===== config.mk =====
export PLATFORM = sky130hd
export DESIGN_NAME = antares_memory_arbiter_flat
export DESIGN_NICKNAME = d
export VERILOG_FILES = /design/src/rtl/antares_memory_arbiter_if.sv /design/src/rtl/antares_memory_arbiter.sv /design/src/flat_wrapper.sv
export SDC_FILE = /design/constraint.sdc
export NUM_CORES = 1
export LEC_CHECK = 0
export CAP_MARGIN = 20
export CELL_PAD_IN_SITES_DETAIL_PLACEMENT = 1
export CELL_PAD_IN_SITES_GLOBAL_PLACEMENT = 2
export CORE_MARGIN = 4
export CORE_UTILIZATION = 28
export CTS_CLUSTER_DIAMETER = 200
export DETAILED_ROUTE_END_ITERATION = 6
export GPL_TIMING_DRIVEN = 0
export HOLD_SLACK_MARGIN = 0.02
export PLACE_DENSITY_LB_ADDON = 0.1
export SLEW_MARGIN = 0
export SYNTH_ARGS = -nofsm -noshare
export SYNTH_HDL_FRONTEND = slang
export SYNTH_SLANG_ARGS = --single-unit

===== constraint.sdc =====
create_clock -name clk -period 8.5 [get_ports clk]
set_clock_uncertainty 0.2 [all_clocks]
set_input_delay 2.55 -clock clk [delete_from_list [all_inputs] [get_ports clk]]
set_output_delay 2.55 -clock clk [all_outputs]
set_load 0.005 [all_outputs]

===== src/rtl/antares_memory_arbiter_if.sv =====
// antares_memory_arbiter_if: fetch port, data port and external bus signals of the memory arbiter
interface antares_memory_arbiter_if;
   logic [31:0] imem_address;
   logic        imem_enable;
   logic [31:0] imem_rd_data;
   logic        imem_ready;
   logic        imem_error;
   logic [31:0] dmem_address;
   logic [31:0] dmem_wr_data;
   logic [3:0]  dmem_wr_be;
   logic        dmem_enable;
   logic [31:0] dmem_rd_data;
   logic        dmem_ready;
   logic        dmem_error;
   logic        imem_request_stall;
   logic        dmem_request_stall;
   logic [31:0] bus_address;
   logic [31:0] bus_wr_data;
   logic [3:0]  bus_wr_be;
   logic        bus_enable;
   logic [31:0] bus_rd_data;
   logic        bus_ready;
   modport master (
      output imem_address, imem_enable, dmem_address, dmem_wr_data, dmem_wr_be, dmem_enable,
             bus_rd_data, bus_ready,
      input  imem_rd_data, imem_ready, imem_error, dmem_rd_data, dmem_ready, dmem_error,
             imem_request_stall, dmem_request_stall, bus_address, bus_wr_data, bus_wr_be, bus_enable
   );
   modport slave (
      input  imem_address, imem_enable, dmem_address, dmem_wr_data, dmem_wr_be, dmem_enable,
             bus_rd_data, bus_ready,
      output imem_rd_data, imem_ready, imem_error, dmem_rd_data, dmem_ready, dmem_error,
             imem_request_stall, dmem_request_stall, bus_address, bus_wr_data, bus_wr_be, bus_enable
   );
endinterface


===== src/rtl/antares_memory_arbiter.sv =====
// antares_memory_arbiter: shares one memory bus between fetch and data ports with round-robin ties and a watchdog
module antares_memory_arbiter #(
   parameter int TIMEOUT_CYCLES = 255
) (
   input logic clk,
   input logic rst,
   antares_memory_arbiter_if.slave m
);
   typedef enum logic [1:0] {IDLE, BUS_I, BUS_D, RESP} state_t;
   localparam logic [7:0] TIMEOUT_LIMIT = 8'(TIMEOUT_CYCLES - 1);
   state_t     state;
   logic [7:0] wait_cnt;
   logic       last_grant;
   logic       grant_d;
   logic       timeout;
   // last_grant is 1 for the data port; a tie goes to whichever port was not served last
   assign grant_d = m.dmem_enable && (!m.imem_enable || !last_grant);
   assign timeout = (TIMEOUT_CYCLES != 0) && (wait_cnt == TIMEOUT_LIMIT) && !m.bus_ready;
   assign m.imem_request_stall = m.imem_enable & ~m.imem_ready;
   assign m.dmem_request_stall = m.dmem_enable & ~m.dmem_ready;
   always_ff @(posedge clk or posedge rst) begin
      if (rst) begin
         state          <= IDLE;
         wait_cnt       <= '0;
         last_grant     <= 1'b1;
         m.bus_address  <= '0;
         m.bus_wr_data  <= '0;
         m.bus_wr_be    <= '0;
         m.bus_enable   <= 1'b0;
         m.imem_rd_data <= '0;
         m.imem_ready   <= 1'b0;
         m.imem_error   <= 1'b0;
         m.dmem_rd_data <= '0;
         m.dmem_ready   <= 1'b0;
         m.dmem_error   <= 1'b0;
      end else begin
         m.imem_ready <= 1'b0;
         m.imem_error <= 1'b0;
         m.dmem_ready <= 1'b0;
         m.dmem_error <= 1'b0;
         case (state)
            IDLE: if (m.dmem_enable || m.imem_enable) begin
               state         <= grant_d ? BUS_D : BUS_I;
               last_grant    <= grant_d;
               m.bus_address <= grant_d ? m.dmem_address : m.imem_address;
               m.bus_wr_data <= grant_d ? m.dmem_wr_data : m.bus_wr_data;
               m.bus_wr_be   <= grant_d ? m.dmem_wr_be : 4'b0000;
               m.bus_enable  <= 1'b1;
               wait_cnt      <= '0;
            end
            BUS_I, BUS_D: if (m.bus_ready || timeout) begin
               state        <= RESP;
               m.bus_enable <= 1'b0;
               if (state == BUS_D) begin
                  m.dmem_rd_data <= m.bus_ready ? m.bus_rd_data : '0;
                  m.dmem_ready   <= 1'b1;
                  m.dmem_error   <= !m.bus_ready;
               end else begin
                  m.imem_rd_data <= m.bus_ready ? m.bus_rd_data : '0;
                  m.imem_ready   <= 1'b1;
                  m.imem_error   <= !m.bus_ready;
               end
            end else begin
               wait_cnt <= wait_cnt + 8'd1;
            end
            default: state <= IDLE;
         endcase
      end
   end
endmodule

===== src/flat_wrapper.sv =====
// flat-port wrapper written by rule: the top's interface ports become plain ports
module antares_memory_arbiter_flat 
#(
   parameter int TIMEOUT_CYCLES = 255
)
  (clk, rst, m_imem_address, m_imem_enable, m_dmem_address, m_dmem_wr_data, m_dmem_wr_be, m_dmem_enable, m_bus_rd_data, m_bus_ready, m_imem_rd_data, m_imem_ready, m_imem_error, m_dmem_rd_data, m_dmem_ready, m_dmem_error, m_imem_request_stall, m_dmem_request_stall, m_bus_address, m_bus_wr_data, m_bus_wr_be, m_bus_enable);
  antares_memory_arbiter_if m_i ();
  input logic clk;
  input logic rst;
  input wire logic [$bits(m_i.imem_address)-1:0] m_imem_address;
  input wire logic [$bits(m_i.imem_enable)-1:0] m_imem_enable;
  input wire logic [$bits(m_i.dmem_address)-1:0] m_dmem_address;
  input wire logic [$bits(m_i.dmem_wr_data)-1:0] m_dmem_wr_data;
  input wire logic [$bits(m_i.dmem_wr_be)-1:0] m_dmem_wr_be;
  input wire logic [$bits(m_i.dmem_enable)-1:0] m_dmem_enable;
  input wire logic [$bits(m_i.bus_rd_data)-1:0] m_bus_rd_data;
  input wire logic [$bits(m_i.bus_ready)-1:0] m_bus_ready;
  output wire logic [$bits(m_i.imem_rd_data)-1:0] m_imem_rd_data;
  output wire logic [$bits(m_i.imem_ready)-1:0] m_imem_ready;
  output wire logic [$bits(m_i.imem_error)-1:0] m_imem_error;
  output wire logic [$bits(m_i.dmem_rd_data)-1:0] m_dmem_rd_data;
  output wire logic [$bits(m_i.dmem_ready)-1:0] m_dmem_ready;
  output wire logic [$bits(m_i.dmem_error)-1:0] m_dmem_error;
  output wire logic [$bits(m_i.imem_request_stall)-1:0] m_imem_request_stall;
  output wire logic [$bits(m_i.dmem_request_stall)-1:0] m_dmem_request_stall;
  output wire logic [$bits(m_i.bus_address)-1:0] m_bus_address;
  output wire logic [$bits(m_i.bus_wr_data)-1:0] m_bus_wr_data;
  output wire logic [$bits(m_i.bus_wr_be)-1:0] m_bus_wr_be;
  output wire logic [$bits(m_i.bus_enable)-1:0] m_bus_enable;
  assign m_i.imem_address = m_imem_address;
  assign m_i.imem_enable = m_imem_enable;
  assign m_i.dmem_address = m_dmem_address;
  assign m_i.dmem_wr_data = m_dmem_wr_data;
  assign m_i.dmem_wr_be = m_dmem_wr_be;
  assign m_i.dmem_enable = m_dmem_enable;
  assign m_i.bus_rd_data = m_bus_rd_data;
  assign m_i.bus_ready = m_bus_ready;
  assign m_imem_rd_data = m_i.imem_rd_data;
  assign m_imem_ready = m_i.imem_ready;
  assign m_imem_error = m_i.imem_error;
  assign m_dmem_rd_data = m_i.dmem_rd_data;
  assign m_dmem_ready = m_i.dmem_ready;
  assign m_dmem_error = m_i.dmem_error;
  assign m_imem_request_stall = m_i.imem_request_stall;
  assign m_dmem_request_stall = m_i.dmem_request_stall;
  assign m_bus_address = m_i.bus_address;
  assign m_bus_wr_data = m_i.bus_wr_data;
  assign m_bus_wr_be = m_i.bus_wr_be;
  assign m_bus_enable = m_i.bus_enable;
  antares_memory_arbiter #(.TIMEOUT_CYCLES(TIMEOUT_CYCLES)) u_core (.clk(clk), .rst(rst), .m(m_i));
endmodule

# After elaboration in Yosys (flattened, before gate mapping)
# Cells that the tools add are included.
dict set report word_totals {
  regBits 148
  output_inout_bits 139
  elab_cells 68
}
dict set report op_classes {
  eq_ne 6
  reduce_logical 18
  n_addsub 1
  n_bitwise 5
  n_mux 25
}
# op count
set op_table {}
lappend op_table {{$mux W32} 2}
lappend op_table {{$mux W8} 2}
lappend op_table {{$pmux W8 S2} 1}
lappend op_table {{$reduce_and A3 Y1} 5}
lappend op_table {{$mux W1} 14}
lappend op_table {{$add A8 B1 Y8 const B} 1}
lappend op_table {{$eq A8 B8 Y1 const B} 1}
lappend op_table {{$mux W2} 3}
lappend op_table {{$mux W4} 1}
lappend op_table {{$ne A2 B1 Y1 const B} 2}
lappend op_table {{$pmux W2 S2} 1}
lappend op_table {{$reduce_and A2 Y1} 2}
lappend op_table {{$logic_not A1 Y1} 3}
lappend op_table {{$logic_or A1 B1 Y1} 3}
lappend op_table {{$not A1 Y1} 3}
lappend op_table {{$and A1 B1 Y1} 2}
lappend op_table {{$eq A2 B1 Y1 const B} 1}
lappend op_table {{$eq A2 B2 Y1 const B} 1}
lappend op_table {{$logic_and A1 B1 Y1} 2}
lappend op_table {{$logic_not A2 Y1} 1}
lappend op_table {{$ne A2 B2 Y1 const B} 1}
lappend op_table {{$pmux W1 S2} 1}
lappend op_table {{$reduce_bool A2 Y1} 1}
lappend op_table {{$reduce_or A2 Y1} 1}

# Logic depth before layout (Yosys ltp)
dict set report depth {
  word_depth 6
  ltp_mapped 8
}

# Least setup slack after synthesis
# No wires, ideal clock.
dict set report synth_path {
  kind {input to output}
  start {input port m_dmem_enable}
  end {output port m_dmem_request_stall}
  n_path_buf 0
  setup_slack_ps 3069
  required_time_ps 5750
  path_stages 1
  t_arrival_ps 2681
  path_cell_list {nor2b_1}
}
dict set report synth_via {
  elab_chain_len 1
}
# element line_no
set synth_lines {}
lappend synth_lines {{start: declaration} flat_wrapper.sv:15} ;# input wire logic [$bits(m_i.dmem_enable)-1:0] m_dmem_enable;
lappend synth_lines {{$and A1 B1 Y1} antares_memory_arbiter.sv:20} ;# assign m.dmem_request_stall = m.dmem_enable & ~m.dmem_ready;
lappend synth_lines {{end: declaration} flat_wrapper.sv:25} ;# output wire logic [$bits(m_i.dmem_request_stall)-1:0] m_dmem_request_stall;
# No other way between the ends.

# Final worst setup path
dict set report layout_path {
  start {input port m_imem_enable}
  end {output port m_imem_request_stall}
}
dict set report layout_via {
  elab_chain_len 1
}
# element line_no
set layout_lines {}
lappend layout_lines {{start: declaration} flat_wrapper.sv:11} ;# input wire logic [$bits(m_i.imem_enable)-1:0] m_imem_enable;
lappend layout_lines {{$and A1 B1 Y1} antares_memory_arbiter.sv:19} ;# assign m.imem_request_stall = m.imem_enable & ~m.imem_ready;
lappend layout_lines {{end: declaration} flat_wrapper.sv:24} ;# output wire logic [$bits(m_i.imem_request_stall)-1:0] m_imem_request_stall;
# No other way between the ends.

==> impl_metrics.ini <==
[critical_path]
slowest_delay_ps = 600
crit_family = buffers and inverters
crit_top_cell = clkdlybuf4s50_1
crit_slowest_cell = clkdlybuf4s50_1
cp.arrival_ps = 3860
startpoint_type = input pin
worst_setup_path_end_kind = primary output
cp_num_buf_inv = 2
path_max_fanout = 5
cp.required_ps = 5750
critPathKind = input pin to primary output
cp_cell_sequence = clkdlybuf4s50_1 -> nor2b_1 -> clkdlybuf4s50_1

[clocking]
cts_root_buffer = clkbuf_16
cts_buffers = 17
clk_pin_slew_worst_paths_ps = 60
h-tree-depth = 4
clock-sinks = 148
postCtsHoldBufs = 0
cts_resized = 0
cts_tree = yes
post_cts_buffers = 0
max-clock-path-buffers = 2
worstSkewPairLatency_ps = 420

[synthesis]
synth_most_common_cell = dfrtp_1
yosys.area.top_type = dfrtp_1
ys_ff_latch = 148
synth_largest_type_area_fraction = 0.611
synth_fp_nets = 604
ys_warn_count = 0
syn_area_per_cell_um2 = 13.1
syn_area_um2 = 6020
ys_async_sr_fraction = 1.00
synth_top_cells_by_area = dfrtp_1 61%, a22o_1 9.3%, mux2_2 6.0%, mux2i_1 5.3%, o21ai_0 2.9%
synth_cells = 460
ys_seq_area_frac = 0.615
synth_edf_count = 0
synth-main-ff-cell = dfrtp_1
synth_cell_types = 48
synthTopCellsByCount = 147 x dfrtp_1, 64 x a22o_1, 44 x nand2_1

[die]
start_util = 0.286
fp.dieH_um = 155
core_area_um2 = 21100
rows = 53
dieArea_um2 = 23900
die_x_um = 155
io_pins = 276

[detailed_routing]
wl_mm = 20.8
met3_length_mm = 1.56
wl_met2_mm = 10.2
highest_layer = met4
dr.pass1.iters = 4
post_drt_wl_per_cell_um = 19.9
drt_iter0_drc = 191
m1WireLength_mm = 8.57
num_vias = 4946
antenna_left = 0
post-route-drc-count = 0
via_per_inst = 4.74

[placed_design]
finalWeightedCongestion = 0.805
dpl.hpwl_mm = 15.6
port_buffers = 275
placedCellCount = 1011

[global_route]
grt_usage = 0.175
antenna_found_initial = 0
grt_pass1_vias = 5697
grt_max_degree = 90
grt_overflow = 0
grt_pass1_wl_mm = 33.1

[outcome]
outcome = complete, no violations

[run]
maxCapViolations = 0

[sta]
maxSlewViolCount = 0
hold_violations = 0
rsz0062_at_grt = no
clock.fmax_mhz = 151
fin_crit_ps = 6610
tightest_slew_ps = 865
finalSetupViolCount = 0
slew_headroom = 0.423
fin_crit_sh = 0.777

[cells_and_area]
regArea_um2 = 3700
fin_cells = 1043
final_util = 0.464
multi_input_area_um2 = 2090
fillers = 2204
n_antenna_cell = 0
drive_gt1_frac = 0.120
area_growth_pct = 62.4
layout.nets = 899

[power]
pwr-share-seq = 0.347
p_leak_nw = 4.24
clockPowerShare = 0.230
peakVddDrop_mv = 0.138
p_sw_mw = 1.09
combPwrFrac = 0.423
powerDensity_nw_per_um2 = 356
intPower_mw = 2.40
swShare = 0.312

[worst_hold_path]
hold_class = flop to flop
-- metrics by stage --
stage               hold WS [ps]  area (um2)  power [mW]  TNS (ps)  setup WS [ps]
finish                       276        9780        3.49         0           1890
global placement             262        9120        2.67    -51230           -360
global route                 303        9780        3.72         0           1800
detailed placement           269        9150        2.72         0           1870
floorplan                    247        6020        1.78         0           1770
CTS                          284        9780        3.55         0           1850
-- registers in the layout, indices dropped and copies added, names as in the netlist --
name                   cells
u_core.m.imem_error        1
u_core.last_grant          1
u_core.state               2
u_core.m.bus_address      32
u_core.m.dmem_rd_data     32
u_core.m.imem_ready        1
u_core.m.dmem_ready        1
u_core.m.bus_enable        1
u_core.m.bus_wr_data      32
u_core.m.imem_rd_data     32
u_core.wait_cnt            8
u_core.m.bus_wr_be         4
u_core.m.dmem_error        1
-- cells in the final DEF, fill, tap and decap left out, types with 8 or more instances in the layout --
cell type	count
a22o_1	64
buf_2	8
buf_6	9
clkbuf_1	14
clkbuf_16	17
clkdlybuf4s50_1	275
dfrtp_1	147
mux2_2	32
mux2i_1	32
nand2_1	44
o21ai_0	35
-- final cells by class --
| cell class | instances | share of cell area |
|---|---|---|
| inverter | 8 | 0.00358 |
| tap | 275 | 0.0352 |
| clock inverter | 14 | 0.0193 |
| multi-input combinational | 272 | 0.213 |
| timing repair buffer | 276 | 0.284 |
| sequential | 148 | 0.379 |
| buffer | 32 | 0.0206 |
| clock buffer | 18 | 0.0449 |
-- logic make-up after synthesis --
| kind of cell | Yosys count | share of synthesized area |
|---|---|---|
| fa+ha+maj | 7 | 0.0145 |
| simple gates | 77 | 0.0632 |
| buf+inv | 40 | 0.0384 |
| mux | 64 | 0.113 |
| flops | 148 | 0.615 |
| compound gates | 124 | 0.156 |
-- worst reg2reg max path, cell delays in order (launching register included) --
cell,delay (ps)
dfrtp_1,440
inv_1,110
ha_1,200
buf_6,140
o21ai_1,310
buf_2,340
buf_2,260
nand2_1,80
o21ai_0,80
-- path summary, 6_finish.rpt --
check | from | endpoint | slack, ps | cells past startpoint
max | m_imem_enable | m_imem_request_stall | 1890 | 3
min | u_core.m.bus_address[24] | u_core.m.bus_address[24] | 280 | 2
max reg2reg | u_core.state[1] | u_core.m.bus_address[14] | 6250 | 8
min reg2reg | u_core.m.bus_address[24] | u_core.m.bus_address[24] | 280 | 2
max in group asynchronous | rst | u_core.wait_cnt[3] | 4830 | 3
min in group asynchronous | rst | u_core.m.bus_wr_data[3] | 2460 | 2
-- power by group through the flow --
stage / combinational, mW / sequential (mW) / clock, mW
final: 1.48 / 1.21 / 0.801
after global placement: 1.47 / 1.20 / 0
after CTS: 1.51 / 1.21 / 0.823
after global routing: 1.61 / 1.25 / 0.860
after floorplan: 0.561 / 1.22 / 0
after detailed placement: 1.51 / 1.21 / 0
-- metal layers --
layer | vias to the layer above | GRT usage
li1 | 2265 | -
met1 | 2469 | 0.214
met2 | 188 | 0.291
met3 | 24 | 0.0571
met4 | 0 | 0.0614
met5 | - | 0
No activity file was read; power rests on OpenSTA's default activity.
